**config.mk**
```make
export PLATFORM = sky130hd
export DESIGN_NAME = rs_issue
export DESIGN_NICKNAME = d
export VERILOG_FILES = /design/src/rtl/rs_pkg.sv /design/src/rtl/rs_select.sv /design/src/rtl/rs_issue.sv
export SDC_FILE = /design/constraint.sdc
export NUM_CORES = 2
export LEC_CHECK = 0
export ABC_AREA = 1
export CAP_MARGIN = 5
export CORE_MARGIN = 8
export CORE_UTILIZATION = 61
export DETAILED_ROUTE_END_ITERATION = 8
export PLACE_DENSITY = 0.81
export SLEW_MARGIN = 20
export SYNTH_ARGS = -nofsm -noshare
export SYNTH_HDL_FRONTEND = slang
export SYNTH_SLANG_ARGS = --single-unit
```
**constraint.sdc**
```tcl
create_clock -name clk -period 7.6 [get_ports clk]
set_clock_uncertainty 0.05 [all_clocks]
set_input_delay 1.52 -clock clk [delete_from_list [all_inputs] [get_ports clk]]
set_output_delay 1.52 -clock clk [all_outputs]
set_load 0.01 [all_outputs]
```
**src/rtl/rs_pkg.sv**
```systemverilog
// Shared types and helpers for the reservation station: entry layout, issue bundle,
// CDB wakeup and bundle formation.
package rs_pkg;

    localparam int OP_W      = 10;
    // Tag fields are stored at a fixed maximum width; instances use TAG_W <= TAG_MAX_W.
    localparam int TAG_MAX_W = 8;

    typedef struct packed {
        logic [OP_W-1:0]      op;
        logic                 is_branch;
        logic [31:0]          pc;
        logic [31:0]          imm;
        logic                 use_pc;
        logic                 use_imm;
        logic [31:0]          rs1;
        logic [31:0]          rs2;
        logic                 rs1_pend;
        logic                 rs2_pend;
        logic [TAG_MAX_W-1:0] rs1_tag;
        logic [TAG_MAX_W-1:0] rs2_tag;
        logic [TAG_MAX_W-1:0] dst_tag;
    } rs_entry_t;

    typedef struct packed {
        logic [OP_W-1:0]      op;
        logic                 is_branch;
        logic [31:0]          pc_plus4;
        logic [31:0]          rd1;
        logic [31:0]          rd2;
        logic [31:0]          vj;
        logic [31:0]          vk;
        logic [TAG_MAX_W-1:0] dst_tag;
    } issue_bundle_t;

    function automatic rs_entry_t rs_wake(
        input rs_entry_t            e,
        input logic                 hit_valid,
        input logic [TAG_MAX_W-1:0] tag,
        input logic [31:0]          data
    );
        rs_entry_t w;
        w = e;
        if (hit_valid && e.rs1_pend && (e.rs1_tag == tag)) begin
            w.rs1      = data;
            w.rs1_pend = 1'b0;
        end
        if (hit_valid && e.rs2_pend && (e.rs2_tag == tag)) begin
            w.rs2      = data;
            w.rs2_pend = 1'b0;
        end
        return w;
    endfunction

    function automatic issue_bundle_t rs_bundle(input rs_entry_t e);
        issue_bundle_t b;
        b.op        = e.op;
        b.is_branch = e.is_branch;
        b.pc_plus4  = e.pc + 32'd4;
        b.rd1       = e.rs1;
        b.rd2       = e.rs2;
        b.vj        = e.use_pc  ? e.pc  : e.rs1;
        b.vk        = e.use_imm ? e.imm : e.rs2;
        b.dst_tag   = e.dst_tag;
        return b;
    endfunction

endpackage

```
**src/rtl/rs_select.sv**
```systemverilog
// Oldest-first pick: returns the lowest-index set bit of the ready vector.
module rs_select #(
    parameter int DEPTH = 4,
    parameter int IDX_W = 2
) (
    input  logic [DEPTH-1:0] ready_i,
    output logic             found_o,
    output logic [IDX_W-1:0] idx_o
);

    always_comb begin
        found_o = 1'b0;
        idx_o   = '0;
        for (int i = DEPTH - 1; i >= 0; i--) begin
            if (ready_i[i]) begin
                found_o = 1'b1;
                idx_o   = IDX_W'(i);
            end
        end
    end

endmodule

```
**src/rtl/rs_issue.sv**
```systemverilog
// Reservation station: collapsing queue of tagged ops with CDB wakeup, oldest-ready
// select into a registered issue bundle, and whole-station flush.
module rs_issue
    import rs_pkg::*;
#(
    parameter int DEPTH = 4,
    parameter int TAG_W = 4
) (
    input  logic              clk,
    input  logic              reset,
    input  logic              enq_valid,
    output logic              enq_ready,
    input  logic [OP_W-1:0]   enq_op,
    input  logic              enq_is_branch,
    input  logic [31:0]       enq_pc,
    input  logic [31:0]       enq_imm,
    input  logic              enq_use_pc,
    input  logic              enq_use_imm,
    input  logic [31:0]       enq_rs1,
    input  logic [31:0]       enq_rs2,
    input  logic              enq_rs1_pend,
    input  logic              enq_rs2_pend,
    input  logic [TAG_W-1:0]  enq_rs1_tag,
    input  logic [TAG_W-1:0]  enq_rs2_tag,
    input  logic [TAG_W-1:0]  enq_dst_tag,
    input  logic              cdb_valid,
    input  logic [TAG_W-1:0]  cdb_tag,
    input  logic [31:0]       cdb_data,
    input  logic              flush,
    output logic              issue_valid,
    input  logic              issue_ready,
    output logic [OP_W-1:0]   issue_op,
    output logic              issue_is_branch_op,
    output logic [31:0]       issue_pc_plus4,
    output logic [31:0]       issue_rd1,
    output logic [31:0]       issue_rd2,
    output logic [31:0]       issue_vj,
    output logic [31:0]       issue_vk,
    output logic [TAG_W-1:0]  issue_dst_tag
);

    localparam int IDX_W = (DEPTH > 1) ? $clog2(DEPTH) : 1;
    localparam int CNT_W = $clog2(DEPTH + 1);

    rs_entry_t [DEPTH-1:0]  entries_q;
    rs_entry_t [DEPTH-1:0]  entries_d;
    logic [CNT_W-1:0]       count_q;
    logic [CNT_W-1:0]       count_d;
    logic [CNT_W-1:0]       count_kept;
    issue_bundle_t          issue_q;
    logic                   issue_valid_q;

    logic [DEPTH-1:0]       ready_vec;
    logic                   sel_found;
    logic [IDX_W-1:0]       sel_idx;
    logic                   take;
    logic                   enq_fire;
    rs_entry_t              enq_entry;
    issue_bundle_t          sel_bundle;
    logic [TAG_MAX_W-1:0]   cdb_tag_x;
    logic                   unused_tag_bits;

    assign cdb_tag_x = TAG_MAX_W'(cdb_tag);
    assign enq_ready = (count_q < CNT_W'(DEPTH));
    assign enq_fire  = enq_valid && enq_ready && !flush;
    assign take      = sel_found && (!issue_valid_q || issue_ready) && !flush;

    // Readiness uses registered pend bits only, so a wakeup is selectable next cycle.
    always_comb begin
        ready_vec = '0;
        for (int i = 0; i < DEPTH; i++) begin
            ready_vec[i] = (CNT_W'(i) < count_q) && !entries_q[i].rs1_pend
                           && !entries_q[i].rs2_pend;
        end
    end

    rs_select #(
        .DEPTH (DEPTH),
        .IDX_W (IDX_W)
    ) u_select (
        .ready_i (ready_vec),
        .found_o (sel_found),
        .idx_o   (sel_idx)
    );

    assign sel_bundle = rs_bundle(entries_q[sel_idx]);

    always_comb begin
        rs_entry_t raw;
        raw           = '0;
        raw.op        = enq_op;
        raw.is_branch = enq_is_branch;
        raw.pc        = enq_pc;
        raw.imm       = enq_imm;
        raw.use_pc    = enq_use_pc;
        raw.use_imm   = enq_use_imm;
        raw.rs1       = enq_rs1;
        raw.rs2       = enq_rs2;
        raw.rs1_pend  = enq_rs1_pend;
        raw.rs2_pend  = enq_rs2_pend;
        raw.rs1_tag   = TAG_MAX_W'(enq_rs1_tag);
        raw.rs2_tag   = TAG_MAX_W'(enq_rs2_tag);
        raw.dst_tag   = TAG_MAX_W'(enq_dst_tag);
        enq_entry     = rs_wake(raw, cdb_valid, cdb_tag_x, cdb_data);
    end

    // Collapse above the issued slot, wake everything, then drop the new op on top.
    always_comb begin
        entries_d  = entries_q;
        count_kept = count_q - CNT_W'(take);
        for (int i = 0; i < DEPTH; i++) begin
            if (take && (i >= int'(sel_idx))) begin
                entries_d[i] = rs_wake(entries_q[(i < DEPTH - 1) ? i + 1 : i],
                                       cdb_valid, cdb_tag_x, cdb_data);
            end else begin
                entries_d[i] = rs_wake(entries_q[i], cdb_valid, cdb_tag_x, cdb_data);
            end
            if (enq_fire && (CNT_W'(i) == count_kept)) begin
                entries_d[i] = enq_entry;
            end
        end
        count_d = flush ? '0 : (count_kept + CNT_W'(enq_fire));
    end

    always_ff @(posedge clk) begin
        if (reset) begin
            entries_q     <= '0;
            count_q       <= '0;
            issue_q       <= '0;
            issue_valid_q <= 1'b0;
        end else begin
            entries_q <= entries_d;
            count_q   <= count_d;
            if (flush) begin
                issue_valid_q <= 1'b0;
            end else if (take) begin
                issue_valid_q <= 1'b1;
                issue_q       <= sel_bundle;
            end else if (issue_ready) begin
                issue_valid_q <= 1'b0;
            end
        end
    end

    assign issue_valid        = issue_valid_q;
    assign issue_op           = issue_q.op;
    assign issue_is_branch_op = issue_q.is_branch;
    assign issue_pc_plus4     = issue_q.pc_plus4;
    assign issue_rd1          = issue_q.rd1;
    assign issue_rd2          = issue_q.rd2;
    assign issue_vj           = issue_q.vj;
    assign issue_vk           = issue_q.vk;
    assign issue_dst_tag      = issue_q.dst_tag[TAG_W-1:0];
    assign unused_tag_bits    = ^issue_q.dst_tag;

endmodule

```
==> results.tsv <==
metric	value	unit
Port Buffers	373	
multi-input logic area	21100	sq um
minimum clock period	5430	ps
Final TNS setup	0	ps
grt peak-use layer	met2	
Max Cap Violations	0	
worst hold start	entries_q[153]$_SDFFE_PP0P_	
placed cell area	45000	sq um
Final #Nets	6558	
largest net degree at the start of global routing	213	
Critical Path RT	8110	ps
GRT met3 Usage	10.5	%
initial core utilization	61.8	%
Mapped Avg Cell Area	6.53	sq um
RSZ-0062 raised after global routing	no	
Crit Path Class	input pin to flip-flop	
clock root buffer	clkbuf_16	
TritonCTS clock tree	built	
Arr. time, crit path	5940	ps
Clock Power Share	18.5	%
Final WS setup	2170	ps
GP Congestion	0.971	
Avg WL per Cell	21.2	um
DRT Wirelength	155000	um
Global Route Usage Sum	37.9	%
M1 GR Usage	49.8	%
final period utilization	71.4	%
hold endpoint	entries_q[153]$_SDFFE_PP0P_	
total power	23.7	mW
total CTS buffers	86	
share of layout cells above drive strength 1	3.88	%
CTS Sinks	799	
reg2reg start	count_q[2]$_SDFF_PP0_	
Reg2Reg Setup Slack	2290	ps
FF/Latch Area	16000	sq um
Peak supply drop	0.000869	V
DP Wirelength	93800	um
Starting DRT DRC Count	6820	
Slew HR	12.0	%
hold crit path type	flip-flop to flip-flop	
async set or reset register ratio after synthesis	0	%
Clock Latency Late Sink	650	ps
Post-synth EDFFs	0	
first-pass GRT wire length	237000	um
R2R Path End	entries_q[216]$_SDFF_PP0_	
number of global-route vias before repair	41218	
die height	277	um
final instance area	47900	sq um
# H-tree levels	3	
part of the power in registers	25.2	%
antenna violations before repair	18	
Detail Route Antenna Nets	0	
endpoints failing setup	0	
Post-CTS Hold Buffers	0	
boundary pin count	374	
warnings from Yosys	0	
FF-to-FF path depth	13	
Core Area	67300	sq um
Leak	19.9	nW
outcome	finished clean	
Die ar.	76700	sq um
vias per inst	6.26	
Clock Tree Buf Depth	3	
Sw Ratio	51.7	%
Worst-Margin Slew	1320	ps
Resized cells post-CTS	0	
combinational power share	56.3	%
P_sw	12.2	mW
hold path cells	2	
ys flop type	dfxtp_1	
total number of vias	45779	
drt pass-1 iters	7	
die width	277	um
final core utilization	71.3	%
pre-CTS WS	1580	ps
crit end category	flip-flop	
gr ovfl total	0	
Power Internal	11.4	mW
Pwr per Cell Area	494	nW/um^2
Distinct cells, synth	45	
# fillers	5656	
critical-path maximum fanout	96	
# rows	95	
Area growth, synth to finish	15.3	%
Startpoint Class	input pin	
CTS clk-pin slew, worst paths	60	ps
met2 usage	56.5	%
post-synthesis register bit count	799	
Net Count, Synth	6568	
Setup Buffers After CTS	0	
Slew Limit Fails	0	
Syn Std Cell Area	41600	sq um
Gate Count Post-Synth	6368	
Final Hold Fails	0	
Peak Freq	184	MHz
post-synthesis sequential area ratio	38.5	%
# DRC	0	
## registers in the layout, summed over array words and instances, names as in the netlist
name and cells:
issue_rd1 32, issue_is_branch_op 1, issue_vj 32, issue_op 10
issue_valid 1, count_q 3, issue_rd2 32, issue_vk 32
issue_pc_plus4 32, issue_dst_tag 4, entries_q 620
## routing by layer
| layer | share of wire (%) | vias to the layer above | wire length [um] |
|---|---|---|---|
| met5 | 0.059 | - | 92 |
| met4 | 5.5 | 16 | 8540 |
| met3 | 14 | 573 | 22000 |
| met2 | 42 | 3192 | 65500 |
| met1 | 38 | 20772 | 59100 |
| li1 | - | 21226 | - |
## worst max-delay path: stages
cell,delay [ps]
clkdlybuf4s50_1,460
nor2_1,60
nor2_1,190
o21ai_4,120
inv_8,410
ha_1,260
ha_1,160
xor2_1,230
nor4_4,350
buf_4,680
nor2_4,80
buf_4,300
nand2_2,110
buf_4,550
o21ai_0,200
a21oi_1,180
## Yosys cell counts (6+ instances only)
master / count / area, sq um
nor2_1: 389 / 1460
a22oi_1: 11 / 82.6
o32ai_1: 9 / 78.8
o311ai_0: 7 / 61.3
clkbuf_1: 413 / 1550
o21ai_1: 24 / 120
a221oi_1: 23 / 201
inv_2: 10 / 37.5
a31oi_1: 271 / 1700
nand3_1: 451 / 2260
nor3_1: 42 / 210
a22o_1: 16 / 140
o211ai_1: 235 / 1760
o21bai_1: 17 / 128
o22ai_1: 6 / 37.5
buf_1: 41 / 154
inv_1: 637 / 2390
a21oi_1: 430 / 2150
nand2_1: 1500 / 5630
xor2_1: 15 / 131
buf_2: 76 / 380
dfxtp_1: 799 / 16000
o21ai_0: 890 / 4450
nor2_2: 6 / 37.5
## cells in the final DEF, fill, tap and decap left out, drive strengths merged, types with 6 or more instances in the layout
master         netlist  routed
a21oi              430     430
a221oi              23      23
a22o                16      16
a22oi               11      11
a31oi              271     271
buf                123      66
bufinv               0       9
clkbuf             413     122
clkdlybuf4s50        0     372
clkinv               3      22
dfxtp              799     799
diode                0      12
inv                647     650
nand2             1503    1503
nand3              452     452
nor2               395     395
nor3                43      43
o211ai             235     235
o21ai              915     915
o21bai              17      17
o22ai                6       6
o311ai               7       7
o32ai                9       9
xor2                15      15
## worst max path at each step
| stage | cells after the start | slack, ps | from | to |
|---|---|---|---|---|
| global placement | 14 | 1740 | issue_ready | entries_q[414]$_SDFF_PP0_ |
| detailed placement | 16 | 1580 | issue_ready | entries_q[30]$_SDFFE_PP0P_ |
| finish | 16 | 2170 | issue_ready | entries_q[49]$_SDFFE_PP0P_ |
| global route | 16 | 1840 | issue_ready | entries_q[49]$_SDFFE_PP0P_ |
| CTS | 16 | 2240 | issue_ready | entries_q[49]$_SDFFE_PP0P_ |
| floorplan | 18 | 2930 | issue_ready | entries_q[501]$_SDFFE_PP0P_ |
## logic make-up (layout without fill, tap and decap cells)
logic type                 count (synthesis)  after routing  synth area share (%)
buffers and inverters                   1186           1242                  11.0
adders and majority gates                  3              3                0.0903
and+or+nand+nor                         2408           2408                  23.4
AOI/OAI and AO/OA                       1952           1952                  26.5
xor gates and xnor gates                  20             20                 0.421
DFF                                      799            799                  38.5
other                                      0             12                     0
## cell type report
class	count	share of cell area, %
timing repair buffer	438	9.00
inverter	650	5.18
tap	873	2.28
clock buffer	122	5.22
sequential	799	33.4
antenna	12	0.0626
multi-input combinational	4383	44.0
clock inverter	32	0.848
## power groups by stage
stage / logic (mW) / clock network, mW / registers, mW
floorplan: 8.14 / 0 / 6.03
global placement: 12.6 / 0 / 6.00
detailed placement: 12.8 / 0 / 6.01
CTS: 12.8 / 4.37 / 5.94
global route: 14.2 / 4.55 / 6.08
finish: 13.3 / 4.37 / 5.97
## stage by stage
stage | hold WS [ps] | cells
after detailed placement | 394 | 7143
after CTS | 403 | 7297
final | 402 | 7309
after floorplan | 380 | 6368
after global routing | 419 | 7301
after global placement | 389 | 7143
No activity file was read; power rests on OpenSTA's default activity.
